[src/rtl/ui_event_pkg.sv]
// Shared constants for the KEY/SW event device: register map and CTRL bit layout.
package ui_event_pkg;

    localparam logic [31:0] UI_KDATA_ADDR = 32'hF000_0010;
    localparam logic [31:0] UI_KCTRL_ADDR = 32'hF000_0110;
    localparam logic [31:0] UI_SDATA_ADDR = 32'hF000_0014;
    localparam logic [31:0] UI_SCTRL_ADDR = 32'hF000_0114;

    localparam int unsigned CTRL_READY   = 0;
    localparam int unsigned CTRL_OVERRUN = 2;
    localparam int unsigned CTRL_IE      = 8;
    localparam int unsigned CTRL_W       = 16;

    localparam int unsigned KEY_W = 4;
    localparam int unsigned SW_W  = 10;

    // Pack status bits into the low half-word of a CTRL register.
    function automatic logic [CTRL_W-1:0] ctrl_word(input logic ready,
                                                    input logic overrun,
                                                    input logic ie);
        logic [CTRL_W-1:0] w;
        w               = '0;
        w[CTRL_READY]   = ready;
        w[CTRL_OVERRUN] = overrun;
        w[CTRL_IE]      = ie;
        return w;
    endfunction

endpackage

[src/rtl/ui_event_channel.sv]
// One event channel: captures changes of a debounced vector and keeps
// sticky ready/overrun status plus the interrupt enable.
module ui_event_channel
    import ui_event_pkg::*;
#(
    parameter int unsigned W = KEY_W
) (
    input  logic         clk,
    input  logic         reset,
    input  logic [W-1:0] deb,
    input  logic         consume,
    input  logic         ctrl_wr,
    input  logic         wr_ovr,
    input  logic         wr_ie,
    output logic [W-1:0] data,
    output logic         ready,
    output logic         overrun,
    output logic         ie
);

    logic [W-1:0] data_q, data_d;
    logic         ready_q, ready_d;
    logic         overrun_q, overrun_d;
    logic         ie_q, ie_d;
    logic         chg;

    always_comb begin
        data_d    = data_q;
        ready_d   = ready_q;
        overrun_d = overrun_q;
        ie_d      = ie_q;
        chg       = (deb != data_q);

        if (consume) begin
            ready_d = 1'b0;
        end
        if (ctrl_wr) begin
            ie_d = wr_ie;
            if (!wr_ovr) begin
                overrun_d = 1'b0;
            end
        end
        // A capture beats both the consume and an overrun-clearing write.
        if (chg) begin
            data_d  = deb;
            ready_d = 1'b1;
            if (ready_q && !consume) begin
                overrun_d = 1'b1;
            end
        end
    end

    always_ff @(posedge clk) begin
        if (reset) begin
            data_q    <= deb;
            ready_q   <= 1'b0;
            overrun_q <= 1'b0;
            ie_q      <= 1'b0;
        end else begin
            data_q    <= data_d;
            ready_q   <= ready_d;
            overrun_q <= overrun_d;
            ie_q      <= ie_d;
        end
    end

    assign data    = data_q;
    assign ready   = ready_q;
    assign overrun = overrun_q;
    assign ie      = ie_q;

endmodule

[src/rtl/ui_event_device.sv]
// Memory-mapped KEY/SW event device: address decode, read mux and interrupt.
module ui_event_device
    import ui_event_pkg::*;
#(
    parameter int unsigned           DBITS      = 32,
    parameter int unsigned           ABITS      = 32,
    parameter logic [ABITS-1:0]      KDATA_ADDR = ABITS'(UI_KDATA_ADDR),
    parameter logic [ABITS-1:0]      KCTRL_ADDR = ABITS'(UI_KCTRL_ADDR),
    parameter logic [ABITS-1:0]      SDATA_ADDR = ABITS'(UI_SDATA_ADDR),
    parameter logic [ABITS-1:0]      SCTRL_ADDR = ABITS'(UI_SCTRL_ADDR)
) (
    input  logic               clk,
    input  logic               reset,
    input  logic [ABITS-1:0]   addr,
    input  logic               rdEn,
    input  logic               wrtEn,
    input  logic [DBITS-1:0]   dataIn,
    input  logic [KEY_W-1:0]   keyDeb,
    input  logic [SW_W-1:0]    swDeb,
    output logic [DBITS-1:0]   dataOut,
    output logic               hit,
    output logic               intr
);

    logic sel_kdata, sel_kctrl, sel_sdata, sel_sctrl;
    logic k_consume, s_consume, k_ctrl_wr, s_ctrl_wr;

    logic [KEY_W-1:0] k_data;
    logic [SW_W-1:0]  s_data;
    logic             k_ready, k_overrun, k_ie;
    logic             s_ready, s_overrun, s_ie;
    logic             unused_din_c;

    assign sel_kdata = (addr == KDATA_ADDR);
    assign sel_kctrl = (addr == KCTRL_ADDR);
    assign sel_sdata = (addr == SDATA_ADDR);
    assign sel_sctrl = (addr == SCTRL_ADDR);
    assign hit       = sel_kdata | sel_kctrl | sel_sdata | sel_sctrl;

    // A cycle with both strobes is a store; it never consumes.
    assign k_consume = rdEn & ~wrtEn & sel_kdata;
    assign s_consume = rdEn & ~wrtEn & sel_sdata;
    assign k_ctrl_wr = wrtEn & sel_kctrl;
    assign s_ctrl_wr = wrtEn & sel_sctrl;

    assign unused_din_c = ^{dataIn[DBITS-1:CTRL_IE+1], dataIn[CTRL_IE-1:CTRL_OVERRUN+1],
                            dataIn[CTRL_OVERRUN-1:0]};

    ui_event_channel #(.W(KEY_W)) u_key (
        .clk     (clk),
        .reset   (reset),
        .deb     (keyDeb),
        .consume (k_consume),
        .ctrl_wr (k_ctrl_wr),
        .wr_ovr  (dataIn[CTRL_OVERRUN]),
        .wr_ie   (dataIn[CTRL_IE]),
        .data    (k_data),
        .ready   (k_ready),
        .overrun (k_overrun),
        .ie      (k_ie)
    );

    ui_event_channel #(.W(SW_W)) u_sw (
        .clk     (clk),
        .reset   (reset),
        .deb     (swDeb),
        .consume (s_consume),
        .ctrl_wr (s_ctrl_wr),
        .wr_ovr  (dataIn[CTRL_OVERRUN]),
        .wr_ie   (dataIn[CTRL_IE]),
        .data    (s_data),
        .ready   (s_ready),
        .overrun (s_overrun),
        .ie      (s_ie)
    );

    always_comb begin
        dataOut = '0;
        if (sel_kdata) begin
            dataOut = DBITS'(k_data);
        end else if (sel_kctrl) begin
            dataOut = DBITS'(ctrl_word(k_ready, k_overrun, k_ie));
        end else if (sel_sdata) begin
            dataOut = DBITS'(s_data);
        end else if (sel_sctrl) begin
            dataOut = DBITS'(ctrl_word(s_ready, s_overrun, s_ie));
        end
    end

    assign intr = (k_ready & k_ie) | (s_ready & s_ie);

endmodule

[config.mk]
export PLATFORM = sky130hd
export DESIGN_NAME = ui_event_device
export DESIGN_NICKNAME = d
export VERILOG_FILES = /design/src/rtl/ui_event_pkg.sv /design/src/rtl/ui_event_channel.sv /design/src/rtl/ui_event_device.sv
export SDC_FILE = /design/constraint.sdc
export NUM_CORES = 1
export LEC_CHECK = 0
export ABC_AREA = 1
export CORE_MARGIN = 3
export CORE_UTILIZATION = 30
export CTS_CLUSTER_SIZE = 28
export DETAILED_ROUTE_END_ITERATION = 16
export GPL_TIMING_DRIVEN = 0
export PLACE_DENSITY = 0.69
export SLEW_MARGIN = 15
export SYNTH_ARGS = -nofsm -noshare
export SYNTH_HDL_FRONTEND = slang
export SYNTH_HIERARCHICAL = 1
export SYNTH_SLANG_ARGS = --single-unit
[constraint.sdc]
create_clock -name clk -period 2.8 [get_ports clk]
set_clock_uncertainty 0.1 [all_clocks]
set_input_delay 0.56 -clock clk [delete_from_list [all_inputs] [get_ports clk]]
set_output_delay 0.56 -clock clk [all_outputs]
set_load 0.02 [all_outputs]
# Yosys cells after proc, flatten, opt, wreduce, memory -nomap -nowiden
# Index checks and enable logic that the tools add are counted.
dict set report word_totals {
  output_inout_bits 34
  reg_bits 20
  wordCells 54
}
dict set report op_classes {
  reduce_logical 8
  bitwise_logic 12
  mux 20
  eq_ne 6
}
# op n
set ops {}
lappend ops {{32-bit equality test (second input constant)} 4}
lappend ops {{10-bit two-way mux} 5}
lappend ops {{1-bit two-way mux} 12}
lappend ops {{10-bit != test} 1}
lappend ops {{9-bit two-way mux} 1}
lappend ops {{4-bit two-way mux} 2}
lappend ops {{2-bit nonzero test} 4}
lappend ops {{1-bit AND} 7}
lappend ops {{4-bit != test} 1}
lappend ops {{1-bit bitwise OR} 4}
lappend ops {{1-bit logical AND} 2}
lappend ops {{1-bit zero test} 2}
lappend ops {{1-bit inverter} 1}

# Longest topological paths before layout
dict set report depth {
  depth_word 7
  ltp_mapped 11
  mapped_depth_nobuf 11
}

# Modules after synthesis
# Netlist, hierarchy kept.
# module area_each_um2 seq_area_each_um2 instances cells_each
set modules_own_cells {}
lappend modules_own_cells {ui_event_device 832.0 0.0 1 159}
lappend modules_own_cells {{ui_event_channel (u_sw)} 589.3 360.3 1 60}
lappend modules_own_cells {{ui_event_channel (u_key)} 330.3 180.2 1 43}

# Least setup slack after synthesis
# No wires, ideal clock.
dict set report synth_path {
  path_type {input to output}
  start {input port addr[13]}
  end {output port dataOut[8]}
  path_slack_ns 0.668
  stages 9
  path_buffers 0
  t_arrival_ns 1.472
  path_cell_list {nor2_1 -> nand2_2 -> nor2_4 -> nand2_2 -> nor2_4 -> inv_2 -> nor2_2 -> nor2_2 -> nor2_2}
}
dict set report synth_between {
  elab_chain_cells 5
  elab_cells_between_ends 8
  cone_classes {eq/ne: 4; mux: 4}
}
# element line
set synth_lines {}
lappend synth_lines {{start: declaration} ui_event_device.sv:14} ;# input logic [ABITS-1:0] addr,
lappend synth_lines {{32-bit equality test} ui_event_device.sv:37} ;# assign sel_sctrl = (addr == SCTRL_ADDR);
lappend synth_lines {{9-bit two-way mux} ui_event_device.sv:85} ;# end else if (sel_sctrl) begin
lappend synth_lines {{10-bit two-way mux} ui_event_device.sv:83} ;# end else if (sel_sdata) begin
lappend synth_lines {{10-bit two-way mux} ui_event_device.sv:81} ;# end else if (sel_kctrl) begin
lappend synth_lines {{10-bit two-way mux *} ui_event_device.sv:79} ;# if (sel_kdata) begin
lappend synth_lines {{end: declaration} ui_event_device.sv:20} ;# output logic [DBITS-1:0] dataOut,
# Every way passes the cells marked *; elsewhere a longest branch is shown, timed or not.

# Final worst setup path
dict set report layout_path {
  start {input port addr[30]}
  end {output port dataOut[0]}
}
# The elaborated chain is that of the path after synthesis.

==> run metrics <==
first-pass iteration count of the detailed router=4; max-slew violation count=0; unrepaired setup endpoints after global routing=true; H-tree lvl count=1; portion of synthesized cell area occupied by the leading cell type=24.0%; root buffer cell=clkbuf_8; Wirelength per Cell=9.59 um; post-synthesis register bit count=20; synth top area cells=edfxtp_1 24%, nand2_1 14%, inv_1 12%; clock-pin slew on the worst setup and hold paths=0.07 ns; via count normalized by instance count=3.99; RePlAce Congestion=0.756; Inserted Diodes=0; Inserted Clock Buffers=3; initial drt markers=62; layout overhead on the synthesized area=52.3%; netlist area before placement=1750 um2; endpoints failing hold=0; detailed-route DRC error count=0; die outline width=82.4 um; worst min-delay path class=reg2reg; GR Util All Layers=11.3%; maximum number of pins on one net before global-route repair=12; Data required, critical path=2.14 ns; Warnings, synthesis=6; Non-Filler Cell Area, Final=roughly 2700 um2; fraction of final layout cells with drive strength greater than 1=between 20% and 30%; total die area=roughly 6800 um2; Post-layout nets=around 440; fmax=370 MHz; global-route wire length before repair=roughly 6100 um; floorplan row count=27; maximum clock path buffer count=2; post-synthesis cell type with the largest combined area=edfxtp_1; clock tree from TritonCTS=built; routed wire length=4130 um; via count of the first global-routing pass=1536; count of antenna-violating nets left after detailed routing=0; measured slew at the worst slew-check pin=approximately 0.57 ns; number of I/O pins=116; Die Height=82.4 um; number of unique standard cell types used by synthesis=26; number of buffer cells added on primary ports=63; initial antenna violation count=0; TNS Setup=0 ns; Peak supply drop=0.268 mV; clock latency on the worst-skew pair=0.26 ns; gate count of the mapped netlist=approximately 260; MaxCap Viol Count=0; pwr dens=276 nW/um2; half-perimeter wire length after detailed placement=approximately 3400 um; crit path DAT=2.04 ns; kind of launch point of the worst setup path=input pin; clock sink count=20; dpl cell area=2550 um2; post-layout minimum cycle time=2.70 ns; fin crit share=between 90% and 100%; core area=5570 um2; static leakage power=about 0.0014 uW; part of the Yosys area used for sequential elements=between 30% and 40%; mean cell area of the mapped netlist=around 6.7 um2; critical path fanouts, max=6; GRT overflow=0; result of the run=completed; total setup violations reported at the end of the flow=0; Worst Path Class, Setup=in2out; headroom to the max-slew limit=62.0%; endpoint type of the worst setup path=primary output; total number of vias=1718; initial cell density of the core=31.4%
==> cell usage in the layout (no fill, tap or decap), types with 5 or more instances in the layout <==
master and instances:
conb_1 22, edfxtp_1 14, nor2_2 15, nand2_1 61
dfxtp_1 6, nand2_2 11, nor2_1 29, clkdlybuf4s50_1 49
nor2_4 5, nand3_1 9, buf_4 33, clkbuf_2 6
inv_1 56
==> state kept, by name, indices dropped and copies added, names as in the netlist <==
register	cells
u_sw/data	10
u_key/data	4
u_key/ie	1
u_key/overrun	1
u_key/ready	1
u_sw/ie	1
u_sw/overrun	1
u_sw/ready	1
==> per-stage QoR <==
stage               total power [uW]  hold WS, ns  setup slack [ns]  util, %  cells
floorplan                        458        0.348             0.668        -    283
global placement                 545        0.374            -0.380     45.8    418
detailed placement               551        0.369            -0.389     45.8    418
CTS                              746        0.380           0.00496     46.4    425
global route                     786        0.402           -0.0243     47.9    431
finish                           737        0.376            0.0982     47.9    431
==> path summary, 6_finish.rpt <==
check / start / endpoint / slack (ns) / cells after the start
max reg2reg: u_sw/data[2] / u_sw/data[7] / 0.99 / 6
min: u_key/overrun / u_key/overrun / 0.38 / 2
max: addr[30] / dataOut[0] / 0.1 / 12
min reg2reg: u_key/overrun / u_key/overrun / 0.38 / 2
==> Yosys cell counts <==
cell type,count
nand2_1,66
inv_1,57
nor2_1,32
buf_4,22
edfxtp_1,14
nor2_2,13
nand3_1,9
dfxtp_1,6
nand2_2,6
a21oi_1,4
nand4_1,4
nor2_4,4
o21ai_0,4
xnor2_1,4
inv_2,3
nand3_4,2
o21ai_2,2
xor2_1,2
a22o_1,1
conb_1,1
nand2_4,1
nand3_2,1
nor2_8,1
nor3_1,1
nor3_2,1
o21ai_1,1
==> critical path: stages <==
cell,delay [ns]
clkdlybuf4s50_1,0.48
nand2_2,0.07
nor2_2,0.09
nand2_2,0.10
nor2_8,0.14
buf_6,0.11
nand3_4,0.11
nand2_1,0.09
inv_1,0.04
nand2_1,0.06
nand2_1,0.05
buf_4,0.15
==> power breakdown <==
part	total, uW	switching, uW	internal [uW]
Sequential	344	11.4	333
Clock	189	87.7	101
Combinational	204	93.1	110
Total	737	192	544
==> layer usage <==
metal | global-route usage [%] | vias up | wire, um
met5 | 0 | - | 0
met4 | 4.15 | 0 | 52
met3 | 1.84 | 5 | 368
met2 | 21.0 | 53 | 2090
met1 | 12.8 | 726 | 1630
li1 | - | 934 | -
==> final cells by class <==
type | instances | area (um2)
plain buffers | 22 | 165
well taps | 72 | 90.1
multi-input cells | 181 | 937
fillers | 583 | 2910
clock buffers | 4 | 45.0
repair buffers | 72 | 662
inverters | 60 | 228
flip-flops and latches | 20 | 541
==> cell families after synthesis <==
family | Yosys count | synth area share, %
buf+inv | 82 | 22.3
xor+xnor | 6 | 3.00
flops | 20 | 30.9
other cells | 1 | 0.214
compound gates | 12 | 4.07
simple gates | 141 | 39.6
==> what timing repair did <==
action,CTS,global route
resized for setup,27,31
endpoints found under the setup margin,11,11
buffers inserted,3,6
hold buffers,0,0
pin swaps,1,13
(Power assumes the default switching activity.)
